[src/rtl/irom_loader_if.sv]
// Byte-stream input and IROM/CPU-control outputs of the boot loader.
// slave is the loader side; master is the side that drives bytes and observes writes.
interface irom_loader_if;
  logic        rx_valid;
  logic [7:0]  rx_data;
  logic        irom_we;
  logic [31:0] irom_wadr;
  logic [31:0] irom_wdata;
  logic        cpu_rst_n;
  logic        load_done;
  logic        load_err;

  modport slave (
    input  rx_valid, rx_data,
    output irom_we, irom_wadr, irom_wdata, cpu_rst_n, load_done, load_err
  );

  modport master (
    output rx_valid, rx_data,
    input  irom_we, irom_wadr, irom_wdata, cpu_rst_n, load_done, load_err
  );
endinterface

[src/rtl/irom_loader.sv]
// Boot loader: unpacks a framed, XOR-checksummed byte stream into 32-bit IROM writes
// and releases the CPU reset only after a frame has been accepted.
module irom_loader #(
  parameter logic [7:0]  MAGIC     = 8'hA5,
  parameter int unsigned MAX_WORDS = 4096,
  parameter logic [31:0] BASE_ADR  = 32'h0000_0000,
  parameter int unsigned TIMEOUT   = 100000
) (
  input  logic         clk,
  input  logic         rst_n,
  irom_loader_if.slave bus
);

  localparam int unsigned GAP_W = $clog2(TIMEOUT + 1);
  localparam logic [GAP_W-1:0] GAP_MAX  = GAP_W'(TIMEOUT);
  localparam logic [GAP_W-1:0] GAP_LAST = GAP_W'(TIMEOUT - 1);

  typedef enum logic [2:0] {
    ST_IDLE  = 3'd0,
    ST_LEN0  = 3'd1,
    ST_LEN1  = 3'd2,
    ST_DATA  = 3'd3,
    ST_CSUM  = 3'd4,
    ST_DONE  = 3'd5,
    ST_ERROR = 3'd6
  } state_t;

  function automatic logic [7:0] csum_step(input logic [7:0] acc, input logic [7:0] b);
    return acc ^ b;
  endfunction

  state_t            state_q, state_d;
  logic [15:0]       len_q, len_d;
  logic [15:0]       word_idx_q, word_idx_d;
  logic [1:0]        byte_idx_q, byte_idx_d;
  logic [7:0]        csum_q, csum_d;
  logic [23:0]       asm_q, asm_d;
  logic [GAP_W-1:0]  gap_q, gap_d;
  logic              irom_we_q, irom_we_d;
  logic [31:0]       irom_wadr_q, irom_wadr_d;
  logic [31:0]       irom_wdata_q, irom_wdata_d;
  logic              cpu_rst_n_q, cpu_rst_n_d;
  logic              load_done_q, load_done_d;
  logic              load_err_q, load_err_d;

  logic              active_s;
  logic              timeout_s;
  logic [15:0]       len_full_s;
  logic [16:0]       word_next_s;

  // Next-state, datapath and output computation for the frame parser.
  always_comb begin
    state_d      = state_q;
    len_d        = len_q;
    word_idx_d   = word_idx_q;
    byte_idx_d   = byte_idx_q;
    csum_d       = csum_q;
    asm_d        = asm_q;
    gap_d        = gap_q;
    irom_we_d    = 1'b0;
    irom_wadr_d  = irom_wadr_q;
    irom_wdata_d = irom_wdata_q;
    cpu_rst_n_d  = cpu_rst_n_q;
    load_done_d  = load_done_q;
    load_err_d   = load_err_q;
    len_full_s   = {bus.rx_data, len_q[7:0]};
    word_next_s  = {1'b0, word_idx_q} + 17'd1;

    active_s = (state_q == ST_LEN0) || (state_q == ST_LEN1) ||
               (state_q == ST_DATA) || (state_q == ST_CSUM);
    // An arriving byte always beats the expiry: timeout only fires on an idle cycle.
    timeout_s = active_s && !bus.rx_valid && (gap_q >= GAP_LAST);

    if (!active_s) begin
      gap_d = gap_q;
    end else if (bus.rx_valid) begin
      gap_d = {GAP_W{1'b0}};
    end else if (gap_q != GAP_MAX) begin
      gap_d = gap_q + GAP_W'(1);
    end else begin
      gap_d = gap_q;
    end

    case (state_q)
      ST_IDLE, ST_ERROR: begin
        if (bus.rx_valid && (bus.rx_data == MAGIC)) begin
          state_d    = ST_LEN0;
          load_err_d = 1'b0;
          len_d      = 16'd0;
          word_idx_d = 16'd0;
          byte_idx_d = 2'd0;
          csum_d     = 8'd0;
          asm_d      = 24'd0;
        end else begin
          state_d = state_q;
        end
      end
      ST_LEN0: begin
        if (bus.rx_valid) begin
          len_d   = {8'd0, bus.rx_data};
          state_d = ST_LEN1;
        end else if (timeout_s) begin
          state_d    = ST_ERROR;
          load_err_d = 1'b1;
        end else begin
          state_d = ST_LEN0;
        end
      end
      ST_LEN1: begin
        if (bus.rx_valid) begin
          len_d = len_full_s;
          if ({16'd0, len_full_s} > MAX_WORDS) begin
            state_d    = ST_ERROR;
            load_err_d = 1'b1;
          end else if (len_full_s == 16'd0) begin
            state_d = ST_CSUM;
          end else begin
            state_d = ST_DATA;
          end
        end else if (timeout_s) begin
          state_d    = ST_ERROR;
          load_err_d = 1'b1;
        end else begin
          state_d = ST_LEN1;
        end
      end
      ST_DATA: begin
        if (bus.rx_valid) begin
          csum_d = csum_step(csum_q, bus.rx_data);
          case (byte_idx_q)
            2'd0: begin
              asm_d[7:0] = bus.rx_data;
              byte_idx_d = 2'd1;
            end
            2'd1: begin
              asm_d[15:8] = bus.rx_data;
              byte_idx_d  = 2'd2;
            end
            2'd2: begin
              asm_d[23:16] = bus.rx_data;
              byte_idx_d   = 2'd3;
            end
            2'd3: begin
              irom_we_d    = 1'b1;
              irom_wdata_d = {bus.rx_data, asm_q};
              irom_wadr_d  = BASE_ADR + {14'd0, word_idx_q, 2'b00};
              word_idx_d   = word_next_s[15:0];
              byte_idx_d   = 2'd0;
              if (word_next_s == {1'b0, len_q}) begin
                state_d = ST_CSUM;
              end else begin
                state_d = ST_DATA;
              end
            end
            default: begin
              byte_idx_d = 2'd0;
            end
          endcase
        end else if (timeout_s) begin
          state_d    = ST_ERROR;
          load_err_d = 1'b1;
        end else begin
          state_d = ST_DATA;
        end
      end
      ST_CSUM: begin
        if (bus.rx_valid) begin
          if (bus.rx_data == csum_q) begin
            state_d     = ST_DONE;
            load_done_d = 1'b1;
            cpu_rst_n_d = 1'b1;
          end else begin
            state_d    = ST_ERROR;
            load_err_d = 1'b1;
          end
        end else if (timeout_s) begin
          state_d    = ST_ERROR;
          load_err_d = 1'b1;
        end else begin
          state_d = ST_CSUM;
        end
      end
      ST_DONE: begin
        state_d = ST_DONE;
      end
      default: begin
        state_d     = ST_IDLE;
        cpu_rst_n_d = 1'b0;
      end
    endcase
  end

  // State and output registers; reset holds the CPU in reset and parks at IDLE.
  always_ff @(posedge clk or negedge rst_n) begin
    if (!rst_n) begin
      state_q      <= ST_IDLE;
      len_q        <= 16'd0;
      word_idx_q   <= 16'd0;
      byte_idx_q   <= 2'd0;
      csum_q       <= 8'd0;
      asm_q        <= 24'd0;
      gap_q        <= {GAP_W{1'b0}};
      irom_we_q    <= 1'b0;
      irom_wadr_q  <= BASE_ADR;
      irom_wdata_q <= 32'd0;
      cpu_rst_n_q  <= 1'b0;
      load_done_q  <= 1'b0;
      load_err_q   <= 1'b0;
    end else begin
      state_q      <= state_d;
      len_q        <= len_d;
      word_idx_q   <= word_idx_d;
      byte_idx_q   <= byte_idx_d;
      csum_q       <= csum_d;
      asm_q        <= asm_d;
      gap_q        <= gap_d;
      irom_we_q    <= irom_we_d;
      irom_wadr_q  <= irom_wadr_d;
      irom_wdata_q <= irom_wdata_d;
      cpu_rst_n_q  <= cpu_rst_n_d;
      load_done_q  <= load_done_d;
      load_err_q   <= load_err_d;
    end
  end

  assign bus.irom_we    = irom_we_q;
  assign bus.irom_wadr  = irom_wadr_q;
  assign bus.irom_wdata = irom_wdata_q;
  assign bus.cpu_rst_n  = cpu_rst_n_q;
  assign bus.load_done  = load_done_q;
  assign bus.load_err   = load_err_q;

endmodule

[src/flat_wrapper.sv]
// flat-port wrapper written by rule: the top's interface ports become plain ports
module irom_loader_flat 
#(
  parameter logic [7:0]  MAGIC     = 8'hA5,
  parameter int unsigned MAX_WORDS = 4096,
  parameter logic [31:0] BASE_ADR  = 32'h0000_0000,
  parameter int unsigned TIMEOUT   = 100000
)
  (clk, rst_n, bus_rx_valid, bus_rx_data, bus_irom_we, bus_irom_wadr, bus_irom_wdata, bus_cpu_rst_n, bus_load_done, bus_load_err);
  irom_loader_if bus_i ();
  input  logic clk;
  input  logic rst_n;
  input wire logic [$bits(bus_i.rx_valid)-1:0] bus_rx_valid;
  input wire logic [$bits(bus_i.rx_data)-1:0] bus_rx_data;
  output wire logic [$bits(bus_i.irom_we)-1:0] bus_irom_we;
  output wire logic [$bits(bus_i.irom_wadr)-1:0] bus_irom_wadr;
  output wire logic [$bits(bus_i.irom_wdata)-1:0] bus_irom_wdata;
  output wire logic [$bits(bus_i.cpu_rst_n)-1:0] bus_cpu_rst_n;
  output wire logic [$bits(bus_i.load_done)-1:0] bus_load_done;
  output wire logic [$bits(bus_i.load_err)-1:0] bus_load_err;
  assign bus_i.rx_valid = bus_rx_valid;
  assign bus_i.rx_data = bus_rx_data;
  assign bus_irom_we = bus_i.irom_we;
  assign bus_irom_wadr = bus_i.irom_wadr;
  assign bus_irom_wdata = bus_i.irom_wdata;
  assign bus_cpu_rst_n = bus_i.cpu_rst_n;
  assign bus_load_done = bus_i.load_done;
  assign bus_load_err = bus_i.load_err;
  irom_loader #(.MAGIC(MAGIC), .MAX_WORDS(MAX_WORDS), .BASE_ADR(BASE_ADR), .TIMEOUT(TIMEOUT)) u_core (.clk(clk), .rst_n(rst_n), .bus(bus_i));
endmodule
[config.mk]
export PLATFORM = sky130hd
export DESIGN_NAME = irom_loader_flat
export DESIGN_NICKNAME = d
export VERILOG_FILES = /design/src/rtl/irom_loader_if.sv /design/src/rtl/irom_loader.sv /design/src/flat_wrapper.sv
export SDC_FILE = /design/constraint.sdc
export NUM_CORES = 1
export LEC_CHECK = 0
export CAP_MARGIN = 20
export CORE_ASPECT_RATIO = 1.25
export CORE_MARGIN = 4
export CORE_UTILIZATION = 55
export DETAILED_ROUTE_END_ITERATION = 7
export PLACE_DENSITY = 0.78
export SLEW_MARGIN = 20
export SYNTH_ARGS = -nofsm -noshare
export SYNTH_HDL_FRONTEND = slang
export SYNTH_SLANG_ARGS = --single-unit
[constraint.sdc]
create_clock -name clk -period 3.81 [get_ports clk]
set_clock_uncertainty 0.05 [all_clocks]
set_input_delay 0.381 -clock clk [delete_from_list [all_inputs] [get_ports clk]]
set_output_delay 0.381 -clock clk [all_outputs]
set_load 0.01 [all_outputs]
==> flow_summary.json, run 1 <==
{
  "critPathKind": "flop to flop",
  "place_hpwl_um": 11400,
  "tightest_slew_ns": 1.04,
  "met3_usage_pct": 4.86,
  "grt_pass1_wl_um": 27400,
  "port_buffers": 62,
  "synth.yosys.seq_area_share_pct": 49.5,
  "synth_top_family_by_area": "simple AND/OR/NAND/NOR gates",
  "p_leak_nw": 3.79,
  "boundaryPins": 79,
  "placed_cell_area_mm2": 0.00767,
  "clock_latency_ns": 0.42,
  "finalPower_mw": 4.51,
  "synth_seq_cells": 138,
  "htree_levels": 4,
  "fin_crit_ns": 2.88,
  "drv_cap": 0,
  "clkTransAtPathRegs_ns": 0.06,
  "crit_path_end_kind": "flop",
  "grt.met1_usage_pct": 30.9,
  "critPathMaxStageDelay_ns": 0.52,
  "gp_congestion": 0.972,
  "synthFlopType": "dfrtp_1",
  "power.density_mw_per_mm2": 547,
  "viasPerCell": 5.70,
  "cts-resized-gates": 0,
  "holdBufCountCts": 0,
  "coreArea_mm2": 0.0123,
  "synthMuxAreaShare_pct": 0.287,
  "status": "complete, no violations",
  "drv_slew": 0,
  "die_area_mm2": 0.0146,
  "antenna_found_initial": 0,
  "synth_compound_area_share_pct": 13.7,
  "hold_violations": 0,
  "ys.warnings.count": 0,
  "yosys.area_share.simple_pct": 24.0,
  "syn_inst": 801,
  "hold_class": "input port to async pin",
  "syn_area_mm2": 0.00698,
  "routed_wl_um": 16400,
  "post-cts-setup-buffers": 0,
  "final_cell_area_mm2": 0.00825,
  "cts_tree": "done",
  "ant_nets": 0,
  "wire_per_inst_um": 15.9,
  "die_h_um": 134,
  "top_usage_layer": "met2",
  "grt.overflow.total": 0,
  "synth_area_per_cell_um2": 8.71,
  "drc": 0,
  "peakVddDrop_mv": 0.371,
  "cts_buffers": 17,
  "firstDrtPassIters": 5,
  "arrival_ns": 3.10,
  "path_max_fanout": 8,
  "cp_common_cell": "nand3_1",
  "cts_root_buf": "clkbuf_16",
  "clockBufferDepth": 2,
  "rows": 45,
  "synth-xor-area-share_pct": 5.40,
  "cp_cell_sequence": "ha_1 > nand3_1 > nor3_1 > nand2_1 > xnor2_1 > nand3_1 > nor4_1 > o211ai_1",
  "cts_sinks": 138,
  "grt_pass1_vias": 5544,
  "cp_slowest_cell": "nor3_1",
  "crit_path_start_kind": "flop",
  "rsz0062_at_grt": "false",
  "syn_to_final_growth_pct": 18.2,
  "fmax_mhz": 347,
  "vias": 5881,
  "grtUsageTotal_pct": 23.6,
  "yosys.area_share.adder_pct": 1.61,
  "async_flop_share_pct": 100,
  "cp.required_ns": 4.03,
  "layout-drive-gt1-share_pct": 7.84,
  "fin_setup_tns_ns": 0,
  "num_antenna_cells": 0,
  "yosysUniqueCellTypes": 58,
  "synth-edff-count": 0,
  "layout.nets": 874,
  "grt_max_degree": 139,
  "initial_core_util_pct": 56.8,
  "use_met2_pct": 38.4,
  "setup_viol": 0,
  "die_w_um": 109,
  "relSlewSlack_pct": 29.8,
  "drt_iter0_drc": 567,
  "timing.final.crit_share_pct": 75.6
}
==> registers in the layout (all words and copies together), names as in the netlist <==
register               cells
u_core.csum_q              8
u_core.bus.load_done       1
u_core.byte_idx_q          2
u_core.gap_q              17
u_core.bus.irom_wdata     32
u_core.bus.irom_we         1
u_core.asm_q              24
u_core.state_q             3
u_core.len_q              16
u_core.bus.cpu_rst_n       1
u_core.bus.load_err        1
u_core.bus.irom_wadr      16
u_core.word_idx_q         16
==> power by group <==
| part | internal (mW) | switching (mW) |
|---|---|---|
| sequential | 1.67 | 0.230 |
| clock | 0.924 | 0.681 |
| combinational | 0.408 | 0.595 |
| total | 3.01 | 1.51 |
==> worst max-delay path, delay by kind of cell (launching register included) <==
kind | cells | cell delay [ns]
AOI/OAI and AO/OA | 1 | 0.21
xor gates and xnor gates | 1 | 0.17
adders and majority gates | 1 | 0.34
DFF | 1 | 0.49
and+or+nand+nor | 5 | 1.47
==> logic make-up after synthesis <==
family / after synthesis
AOI/OAI and AO/OA: 158
xor gates and xnor gates: 43
adders and majority gates: 9
buffers and inverters: 71
DFF: 138
muxes: 2
other: 1
and+or+nand+nor: 379
==> final cells by class <==
cell class,count,area [um^2]
clock buffers,17,425
clock inverters,15,154
fillers,1028,4030
inverters,13,48.8
multi-input cells,607,3210
flip-flops and latches,138,3450
well taps,164,205
repair buffers,77,756
==> worst paths after layout <==
path | from | to | slack (ns) | cells past startpoint
min reg2reg | u_core.asm_q[9] | u_core.bus.irom_wdata[9] | 0.42 | 2
min | rst_n | u_core.word_idx_q[11] | 0.02 | 2
max in group asynchronous | rst_n | u_core.gap_q[9] | 3.15 | 2
max | u_core.word_idx_q[0] | u_core.state_q[1] | 0.93 | 8
min in group clk | u_core.asm_q[9] | u_core.bus.irom_wdata[9] | 0.42 | 2
max reg2reg | u_core.word_idx_q[0] | u_core.state_q[1] | 0.93 | 8
==> cells in the mapped netlist (9+ instances only) <==
| cell | n | area, um^2 |
|---|---|---|
| nand2_1 | 241 | 905 |
| o31ai_1 | 19 | 143 |
| buf_2 | 10 | 50.1 |
| a21oi_1 | 21 | 105 |
| nor2_1 | 42 | 158 |
| o21ai_1 | 17 | 85.1 |
| inv_1 | 11 | 41.3 |
| xor2_1 | 14 | 123 |
| xnor2_1 | 29 | 254 |
| ha_1 | 9 | 113 |
| clkbuf_1 | 24 | 90.1 |
| buf_4 | 16 | 120 |
| nor3_1 | 16 | 80.1 |
| o21ai_0 | 62 | 310 |
| nor4_1 | 11 | 68.8 |
| dfrtp_1 | 138 | 3450 |
| nand4_1 | 9 | 56.3 |
| nand3_1 | 21 | 105 |
==> stage by stage <==
| stage | std cells | hold slack (ns) | util, % | worst slack (ns) |
|---|---|---|---|---|
| after floorplan | 816 | 0.0354 | - | 1.34 |
| after global placement | 999 | 0.404 | 62.5 | 0.617 |
| after detailed placement | 999 | 0.408 | 62.5 | 0.585 |
| after CTS | 1031 | 0.0763 | 67.2 | 0.961 |
| after global routing | 1031 | 0.0988 | 67.2 | 0.716 |
| final | 1031 | 0.0198 | 67.2 | 0.931 |
==> routing by layer <==
layer | share of wire (%) | wire length (um)
met1 | 42 | 6820
met2 | 51 | 8300
met3 | 4.9 | 805
met4 | 2.9 | 480
met5 | 0 | 0
==> cells in the final DEF, fill, tap and decap left out, drive strengths merged, types with 19 or more instances in the layout <==
cell type / instances
o21ai: 86
dfrtp: 138
a21oi: 22
xnor2: 29
nand2: 241
nor2: 42
nand3: 21
inv: 21
clkdlybuf4s50: 61
o31ai: 19
No activity file was read; power rests on OpenSTA's default activity.
==> run 2: changes to the inputs <==
==> constraint.sdc (replaced) <==
create_clock -name clk -period 2.9 [get_ports clk]
set_clock_uncertainty 0.05 [all_clocks]
set_input_delay 0.29 -clock clk [delete_from_list [all_inputs] [get_ports clk]]
set_output_delay 0.29 -clock clk [all_outputs]
set_load 0.01 [all_outputs]
==> flow_summary.json, run 2 (synthesis results as in run 1) <==
{
  "ant_nets": 0,
  "htree_levels": 4,
  "peakVddDrop_mv": 0.517,
  "grt_pass1_wl_um": 27700,
  "viasPerCell": 5.63,
  "timing.final.crit_share_pct": 89.7,
  "rows": 45,
  "finalPower_mw": 5.93,
  "firstDrtPassIters": 5,
  "setup_slack_ns": 0.300,
  "wire_per_inst_um": 15.7,
  "place_hpwl_um": 11900,
  "grt_max_degree": 61,
  "cp_slowest_cell": "dfrtp_1",
  "cp_common_cell": "nor4_1",
  "post-cts-setup-buffers": 0,
  "gp_congestion": 0.910,
  "syn_to_final_growth_pct": 21.5,
  "crit_path_start_kind": "flop",
  "p_leak_nw": 3.95,
  "die_w_um": 109,
  "final_common_cell": "nand2_1",
  "layout.nets": 904,
  "critPathMaxStageDelay_ns": 0.51,
  "grt_pass1_vias": 5690,
  "routed_wl_um": 16600,
  "tightest_slew_ns": 0.973,
  "path_max_fanout": 8,
  "drt_iter0_drc": 379,
  "n_fill_cell": 980,
  "cts-resized-gates": 0,
  "critPathKind": "flop to flop",
  "setup_viol": 0,
  "clockBufferDepth": 2,
  "antenna_found_initial": 0,
  "num_antenna_cells": 0,
  "cts_tree": "done",
  "die_area_mm2": 0.0146,
  "clock_latency_ns": 0.43,
  "boundaryPins": 79,
  "largest_reg_flops": 32,
  "status": "complete, no violations",
  "power.density_mw_per_mm2": 699,
  "initial_core_util_pct": 56.8,
  "pre_cts_slack_ns": 0.0202,
  "rsz0062_at_grt": "false",
  "cp_cell_sequence": "nand3_1 > nor4_1 > xnor2_1 > nor4_1 > nand3_1 > nor4_1 > buf_4 > o211ai_1",
  "reg2reg_slack_ns": 0.30,
  "cp.required_ns": 3.14,
  "holdBufCountCts": 1,
  "drv_slew": 0,
  "hold_class": "flop to flop",
  "final_cell_mix": "nand2_1 (241), dfrtp_1 (138), o21ai_0 (62)",
  "clkTransAtPathRegs_ns": 0.06,
  "crit_family": "simple AND/OR/NAND/NOR gates",
  "arrival_ns": 2.84,
  "cts_root_buf": "clkbuf_16",
  "holdWs_ns": 0.413,
  "crit_path_end_kind": "flop",
  "vias": 5970,
  "hold_violations": 0,
  "cts_buffers": 17,
  "fin_setup_tns_ns": 0,
  "coreArea_mm2": 0.0123,
  "fmax_mhz": 385,
  "drc": 0,
  "grt.overflow.total": 0,
  "worst-path-buf-inv": 1,
  "relSlewSlack_pct": 34.9,
  "cts_sinks": 138,
  "drv_cap": 0,
  "port_buffers": 62,
  "grtUsageTotal_pct": 23.8,
  "fin_crit_ns": 2.60,
  "layout-drive-gt1-share_pct": 10.9,
  "die_h_um": 134
}
[run 2: cell count changes in the layout (fill, tap and decap cells not counted)]
cell and delta:
dlygate4sd3_1 +1, clkinv_2 +2, inv_8 -2, clkinv_4 +3
a2bb2oi_2 +1, clkinvlp_4 -2, inv_6 -2, buf_4 +28
a2bb2oi_1 -1, clkbuf_8 +1, clkbuf_4 +1
[run 2: stage by stage]
step           utilization [%]  instances  instance area [um^2]
2_1_floorplan                -        816                  7030
3_3_place_gp              64.2       1027                  7880
3_5_place_dp              64.2       1027                  7880
4_1_cts                   69.0       1060                  8460
5_1_grt                   69.1       1061                  8480
6_report                  69.1       1061                  8480
[run 2: per-layer routing]
layer | vias up | share of wire, % | routed length (um) | track usage [%]
met5 | - | 0 | 0 | 0
met4 | 0 | 2.4 | 392 | 8.77
met3 | 42 | 5.6 | 937 | 4.43
met2 | 224 | 51 | 8490 | 40.6
met1 | 2849 | 41 | 6810 | 29.9
li1 | 2855 | - | - | -
[run 2: worst paths after layout]
| kind | start | depth (start not counted) | end |
|---|---|---|---|
| max | u_core.word_idx_q[5] | 8 | u_core.state_q[1] |
| min | u_core.asm_q[19] | 2 | u_core.bus.irom_wdata[19] |
| max reg2reg | u_core.word_idx_q[5] | 8 | u_core.state_q[1] |
| min reg2reg | u_core.asm_q[19] | 2 | u_core.bus.irom_wdata[19] |
| max in group asynchronous | rst_n | 3 | u_core.gap_q[4] |
| min in group asynchronous | rst_n | 2 | u_core.word_idx_q[14] |
[run 2: worst reg2reg max path: stages (launching register included)]
cell      delay [ns]
dfrtp_1         0.51
nand3_1         0.21
nor4_1          0.50
xnor2_1         0.13
nor4_1          0.33
nand3_1         0.13
nor4_1          0.31
buf_4           0.20
o211ai_1        0.10
[run 2: final cells by class]
class | instances | area, um^2 | share of cell area [%]
inverter | 13 | 48.8 | 0.576
tap | 164 | 205 | 2.42
clock inverter | 14 | 135 | 1.59
sequential | 138 | 3450 | 40.7
multi-input combinational | 607 | 3210 | 37.9
timing repair buffer | 107 | 983 | 11.6
clock buffer | 18 | 439 | 5.18
[run 2: where the power goes]
group	leakage [nW]	total (mW)	internal (mW)	switching, mW
Combinational	1.80	1.34	0.567	0.778
Sequential	1.86	2.50	2.20	0.299
Clock	0.288	2.09	1.22	0.865
